$ cat src/rtl/axi_burst_strobe_gen.sv
// axi_burst_strobe_gen: AXI write-burst sequencer producing one address/strobe/last
// descriptor per W beat for FIXED, INCR and WRAP bursts, rejecting illegal commands.
module axi_burst_strobe_gen #(
    parameter int DATA_BYTES = 64,
    parameter int ADDR_W     = 64
) (
    input  logic                  ACLK,
    input  logic                  ARESETn,
    input  logic                  CMD_VALID,
    output logic                  CMD_READY,
    input  logic [ADDR_W-1:0]     CMD_ADDR,
    input  logic [7:0]            CMD_LEN,
    input  logic [2:0]            CMD_SIZE,
    input  logic [1:0]            CMD_BURST,
    output logic                  BEAT_VALID,
    input  logic                  BEAT_READY,
    output logic [ADDR_W-1:0]     BEAT_ADDR,
    output logic [DATA_BYTES-1:0] BEAT_STRB,
    output logic [7:0]            BEAT_IDX,
    output logic                  BEAT_LAST,
    output logic                  ERR
);
    localparam int LB = $clog2(DATA_BYTES);
    typedef enum logic {IDLE, BURST} state_t;
    state_t                state_q;
    logic                  cmd_ready_q, beat_valid_q, beat_last_q, err_q;
    logic [ADDR_W-1:0]     beat_addr_q, wrap_mask_q;
    logic [DATA_BYTES-1:0] beat_strb_q;
    logic [7:0]            beat_idx_q, len_q;
    logic [2:0]            size_q;
    logic [1:0]            burst_q;
    logic [ADDR_W-1:0]     cmd_n, cmd_a0, cur_n, nxt_addr, wrap_mask_d;
    logic [DATA_BYTES-1:0] ones_cmd, ones_cur, strb0, nxt_strb;
    logic [16:0]           incr_end;
    logic                  illegal;

    always_comb begin
        cmd_n       = ADDR_W'(1) << CMD_SIZE;
        cmd_a0      = CMD_ADDR & ~(cmd_n - ADDR_W'(1));
        ones_cmd    = ~({DATA_BYTES{1'b1}} << cmd_n);
        // Leading lanes below an unaligned start address are dropped
        strb0       = (ones_cmd << cmd_a0[LB-1:0]) & ({DATA_BYTES{1'b1}} << CMD_ADDR[LB-1:0]);
        incr_end    = {5'd0, cmd_a0[11:0]} + ((17'(CMD_LEN) + 17'd1) << CMD_SIZE);
        wrap_mask_d = ((ADDR_W'(CMD_LEN) + ADDR_W'(1)) << CMD_SIZE) - ADDR_W'(1);
        illegal     = (32'(CMD_SIZE) > LB) || (CMD_BURST == 2'd3)
                   || (CMD_BURST == 2'd2 && (!(CMD_LEN inside {8'd1, 8'd3, 8'd7, 8'd15})
                                             || (CMD_ADDR & (cmd_n - ADDR_W'(1))) != '0))
                   || (CMD_BURST == 2'd1 && incr_end > 17'd4096);
        cur_n       = ADDR_W'(1) << size_q;
        ones_cur    = ~({DATA_BYTES{1'b1}} << cur_n);
        nxt_addr    = burst_q == 2'd0 ? beat_addr_q
                    : burst_q == 2'd2 ? (beat_addr_q & ~wrap_mask_q) | ((beat_addr_q + cur_n) & wrap_mask_q)
                    : (beat_addr_q & ~(cur_n - ADDR_W'(1))) + cur_n;
        nxt_strb    = burst_q == 2'd0 ? beat_strb_q : ones_cur << nxt_addr[LB-1:0];
    end

    always_ff @(posedge ACLK or negedge ARESETn) begin
        if (!ARESETn) begin
            state_q      <= IDLE;
            cmd_ready_q  <= 1'b0;
            beat_valid_q <= 1'b0;
            beat_last_q  <= 1'b0;
            err_q        <= 1'b0;
            beat_addr_q  <= '0;
            beat_strb_q  <= '0;
            beat_idx_q   <= '0;
            wrap_mask_q  <= '0;
            len_q        <= '0;
            size_q       <= '0;
            burst_q      <= '0;
        end else begin
            err_q <= 1'b0;
            if (state_q == IDLE) begin
                cmd_ready_q <= 1'b1;
                if (CMD_VALID && cmd_ready_q) begin
                    if (illegal) begin
                        err_q <= 1'b1;
                    end else begin
                        state_q      <= BURST;
                        cmd_ready_q  <= 1'b0;
                        beat_valid_q <= 1'b1;
                        beat_addr_q  <= CMD_ADDR;
                        beat_strb_q  <= strb0;
                        beat_idx_q   <= 8'd0;
                        beat_last_q  <= CMD_LEN == 8'd0;
                        wrap_mask_q  <= wrap_mask_d;
                        len_q        <= CMD_LEN;
                        size_q       <= CMD_SIZE;
                        burst_q      <= CMD_BURST;
                    end
                end
            end else if (BEAT_READY) begin
                if (beat_last_q) begin
                    state_q      <= IDLE;
                    beat_valid_q <= 1'b0;
                    beat_last_q  <= 1'b0;
                    cmd_ready_q  <= 1'b1;
                end else begin
                    beat_addr_q <= nxt_addr;
                    beat_strb_q <= nxt_strb;
                    beat_idx_q  <= beat_idx_q + 8'd1;
                    beat_last_q <= beat_idx_q + 8'd1 == len_q;
                end
            end
        end
    end

    assign CMD_READY  = cmd_ready_q;
    assign BEAT_VALID = beat_valid_q;
    assign BEAT_ADDR  = beat_addr_q;
    assign BEAT_STRB  = beat_strb_q;
    assign BEAT_IDX   = beat_idx_q;
    assign BEAT_LAST  = beat_last_q;
    assign ERR        = err_q;
endmodule
$ cat config.mk
export PLATFORM = sky130hd
export DESIGN_NAME = axi_burst_strobe_gen
export DESIGN_NICKNAME = d
export VERILOG_FILES = /design/src/rtl/axi_burst_strobe_gen.sv
export SDC_FILE = /design/constraint.sdc
export NUM_CORES = 1
export LEC_CHECK = 0
export ABC_CLOCK_PERIOD_IN_PS = 6590
export BUFFER_PORTS_ARGS = -buffer_cell sky130_fd_sc_hd__buf_4
export CAP_MARGIN = 20
export CELL_PAD_IN_SITES_DETAIL_PLACEMENT = 0
export CELL_PAD_IN_SITES_GLOBAL_PLACEMENT = 1
export CORE_UTILIZATION = 44
export CTS_BUF_LIST = sky130_fd_sc_hd__clkbuf_4 sky130_fd_sc_hd__clkbuf_8
export DETAILED_ROUTE_END_ITERATION = 8
export PLACE_DENSITY_LB_ADDON = 0.1
export SLEW_MARGIN = 10
export SYNTH_ARGS = -nofsm -noshare
export SYNTH_HDL_FRONTEND = slang
export SYNTH_SLANG_ARGS = --single-unit
$ cat constraint.sdc
create_clock -name ACLK -period 6.59 [get_ports ACLK]
set_input_delay 0.3295 -clock ACLK [delete_from_list [all_inputs] [get_ports ACLK]]
set_output_delay 0.3295 -clock ACLK [all_outputs]
set_load 0.01 [all_outputs]
==> results.ini <==
[pwr]
combinationalPowerShare_pct=68.6
cellLeakagePower_nw=8.113
p_per_area_mw_per_mm2=504.3
clkPwrFrac_pct=8.9
finalPower_mw=9.584
p_sw_share_pct=56.00
power_switching_mw=5.366
power_frac_seq_pct=22.5
vdd.ir_drop.worst_uv=298.2
intPower_mw=4.217

[place]
gp_congestion=1.045
port-buffer-count=220
dp_hpwl_um=57070
place_worst_setup_slack_ps=901.0
placed_cell_area_mm2=0.01859
dp.cells=2772

[timing]
setup_tns_ps=0
fin_worst_skew_ps=23.82
maxSlewHeadroom_pct=21.09
max_freq_mhz=179.9
worst_setup_margin_ps=1031
layout_worst_path_cycle_share_pct=84.36
final-max-slew-violation-count=0
post-route-min-period_ps=5559
worst_pin_slew_ps=1175
report.final.setup_viol=0
hold_viol=0
grt_setup_unrepaired=no

[worst_setup_path]
endpoint_of_the_most_critical_register_to_register_path=BEAT_STRB[46]
cell_with_the_largest_stage_delay_on_the_worst_path=dfrtp_1
worst_setup_path_end_kind=flop
setup.worst_path.start_class=flop
reg2reg_from=size_q[2]
crit_path_cell_trace=inv_1 > nand2_1 > inv_1 > ha_1 > fa_1 > xnor2_1 > o211ai_1 > o21a_1 > nand2_1 > o21ai_0 > nand2_1 > a221oi_1 > a211o_1 > mux2_2
worstSetupPathType=reg -> reg
rr_worst_depth=14
timing.critical_path.required_ps=7060
cp_slowest_stage_delay_ps=880
crit_path_max_fanout=23
crit_arrival_ps=6030
most_common_cell_type_on_the_critical_path=nand2_1
regToRegSetupSlack_ps=1030

[logic_synthesis]
synth-seq-cells=185
synth.avg_cell_area_um2=7.560
portion_of_the_post_synthesis_area_used_by_sequential_elements_pct=28.02
yosys.area.top_type=dfrtp_1
synth_area_mm2=0.01652
ys_warn_count=0
postSynthNetCount=2301
cell_types_with_the_largest_area_share_after_synthesis=dfrtp_1 (28%), nand2_1 (6.8%), a21oi_1 (5.3%)
synthDominantCellAreaShare_pct=28.02
async_flop_share_pct=100.0
synth_cells=2185
synthFlopType=dfrtp_1
ys_types=86
synth_edf_count=0

[clock_tree]
clk_root_buffer_cell=clkbuf_8
path_clk_slew_ps=110
clk_latency_ps=530
cts_repair_resize_count=0
numCtsBuffers=17
tritoncts=done
h-tree-depth=4
cts.sinks=185
cts_max_path_buffers=2

[detailed_routing]
routed_via_density=6.757
drcViolationCount=1
routed_wire_length_um=75490
drt_pre_antenna_iters=8
postRouteAntennaNets=0
routed-via-count=18952
avgRoutedWirePerCell_um=26.91
drt-initial-drc-count=2682

[global_routing]
global_route.usage.total_pct=38.94
grt_pass1_wl_um=112700
antenna_found_initial=0
grt_start_max_net_pins=67
first_global_vias=17506
grt.overflow.total=0

[finish]
layout.cells.most_common=nand2_1
antenna_cells=0
filler_free_cell_count_of_the_finished_design=2805
drive_gt1_share_pct=17.63
mostFrequentLayoutCells=nand2_1 (299), buf_4 (273), nor2_1 (190), dfrtp_1 (184), a21oi_1 (176)
finalInstanceArea_mm2=0.01900
final_nets=2440
flow.area_growth_from_synthesis_pct=15.03

[run_status]
run_status=finished with violations
violations_in_the_final_reports=DRC

[floorplanning]
fp-row-count=70
chipHeight_um=195.8
floorplan.initialDensity_pct=44.91
die_w_um=195.8
design.die.area_mm2=0.03832
core_region_area_mm2=0.03679
io-pin-count=221

[min_path]
min_path_type=in -> reg
whs_endpoint=burst_q[1]
worstHoldStart=CMD_BURST[1]
holdPathStages=3

[flow_run]
drv_cap=0

-- logic make-up after synthesis --
family / share of synthesized area (%)
AOI/OAI and AO/OA: 30.22
xor gates and xnor gates: 3.287
adders and majority gates: 2.863
buffers and inverters: 5.756
DFF: 28.02
muxes: 7.165
and+or+nand+nor: 22.68
-- synthesized netlist by cell type (46+ instances only) --
library cell  instances
a21oi_1             176
nand3_1              71
inv_1                82
mux2_2               66
clkbuf_1            116
nor2_1              191
xnor2_1              46
nand2_1             299
o21ai_0             173
nor3_1               54
dfrtp_1             185
-- power by group through the flow --
stage	combinational (mW)	sequential, mW	clock [mW]
detailed placement	6.26	2.15	0
floorplan	3.82	1.96	0
global route	6.92	2.20	0.886
global placement	6.24	2.13	0
finish	6.58	2.16	0.849
CTS	6.29	2.12	0.850
-- worst max-delay path by stage --
stage	from	end	cells past startpoint
6_report	size_q[2]	BEAT_STRB[46]	14
5_1_grt	size_q[2]	BEAT_STRB[46]	14
4_1_cts	size_q[2]	BEAT_STRB[46]	14
3_5_place_dp	CMD_LEN[0]	BEAT_ADDR[24]	18
3_3_place_gp	CMD_LEN[0]	BEAT_STRB[55]	18
2_1_floorplan	CMD_LEN[0]	BEAT_STRB[24]	20
-- registers in the layout (all words and copies together) (netlist names) --
register / cells
BEAT_ADDR: 64
BEAT_STRB: 64
wrap_mask_q: 31
BEAT_IDX: 8
len_q: 8
size_q: 3
burst_q: 2
BEAT_LAST: 1
BEAT_VALID: 1
CMD_READY: 1
ERR: 1
state_q: 1
-- cell type report --
class	count	area, um2
fill	3651	17780
multi-input combinational	1759	10960
sequential	185	4631
timing repair buffer	277	2113
tap	468	585.6
inverter	84	315.3
clock buffer	20	262.8
clock inverter	12	140.1
-- per-stage QoR --
step | utilization [%] | hold WS, ps
final | 51.66 | 60.56
after global routing | 51.66 | 62.34
after CTS | 51.66 | 30.28
after detailed placement | 50.54 | 375.4
after global placement | 50.54 | 360.2
after floorplan | - | 33.91
-- worst max-delay path: cells and delay by family (launching register included) --
kind | cells | cell delay [ps]
adder cells (fa/ha/maj) | 2 | 720
multiplexers | 1 | 140
XOR/XNOR | 1 | 150
AO/OA/AOI/OAI | 5 | 2230
buffers and inverters | 2 | 500
flip-flops | 1 | 880
AND/OR/NAND/NOR | 3 | 850
-- metal layers --
metal / global-route usage (%) / vias up / wire, um
met2: 54.37 / 1282 / 30620
met1: 57.64 / 9169 / 33220
met3: 12.19 / 135 / 9988
met5: 0 / - / 0
li1: - / 8366 / -
met4: 9.288 / 0 / 1668
-- timing repair --
action | CTS | global route
hold buffers | 1 | 0
setup buffers | 0 | 0
endpoints found under the hold margin | 64 | 0
(Power assumes the default switching activity.)
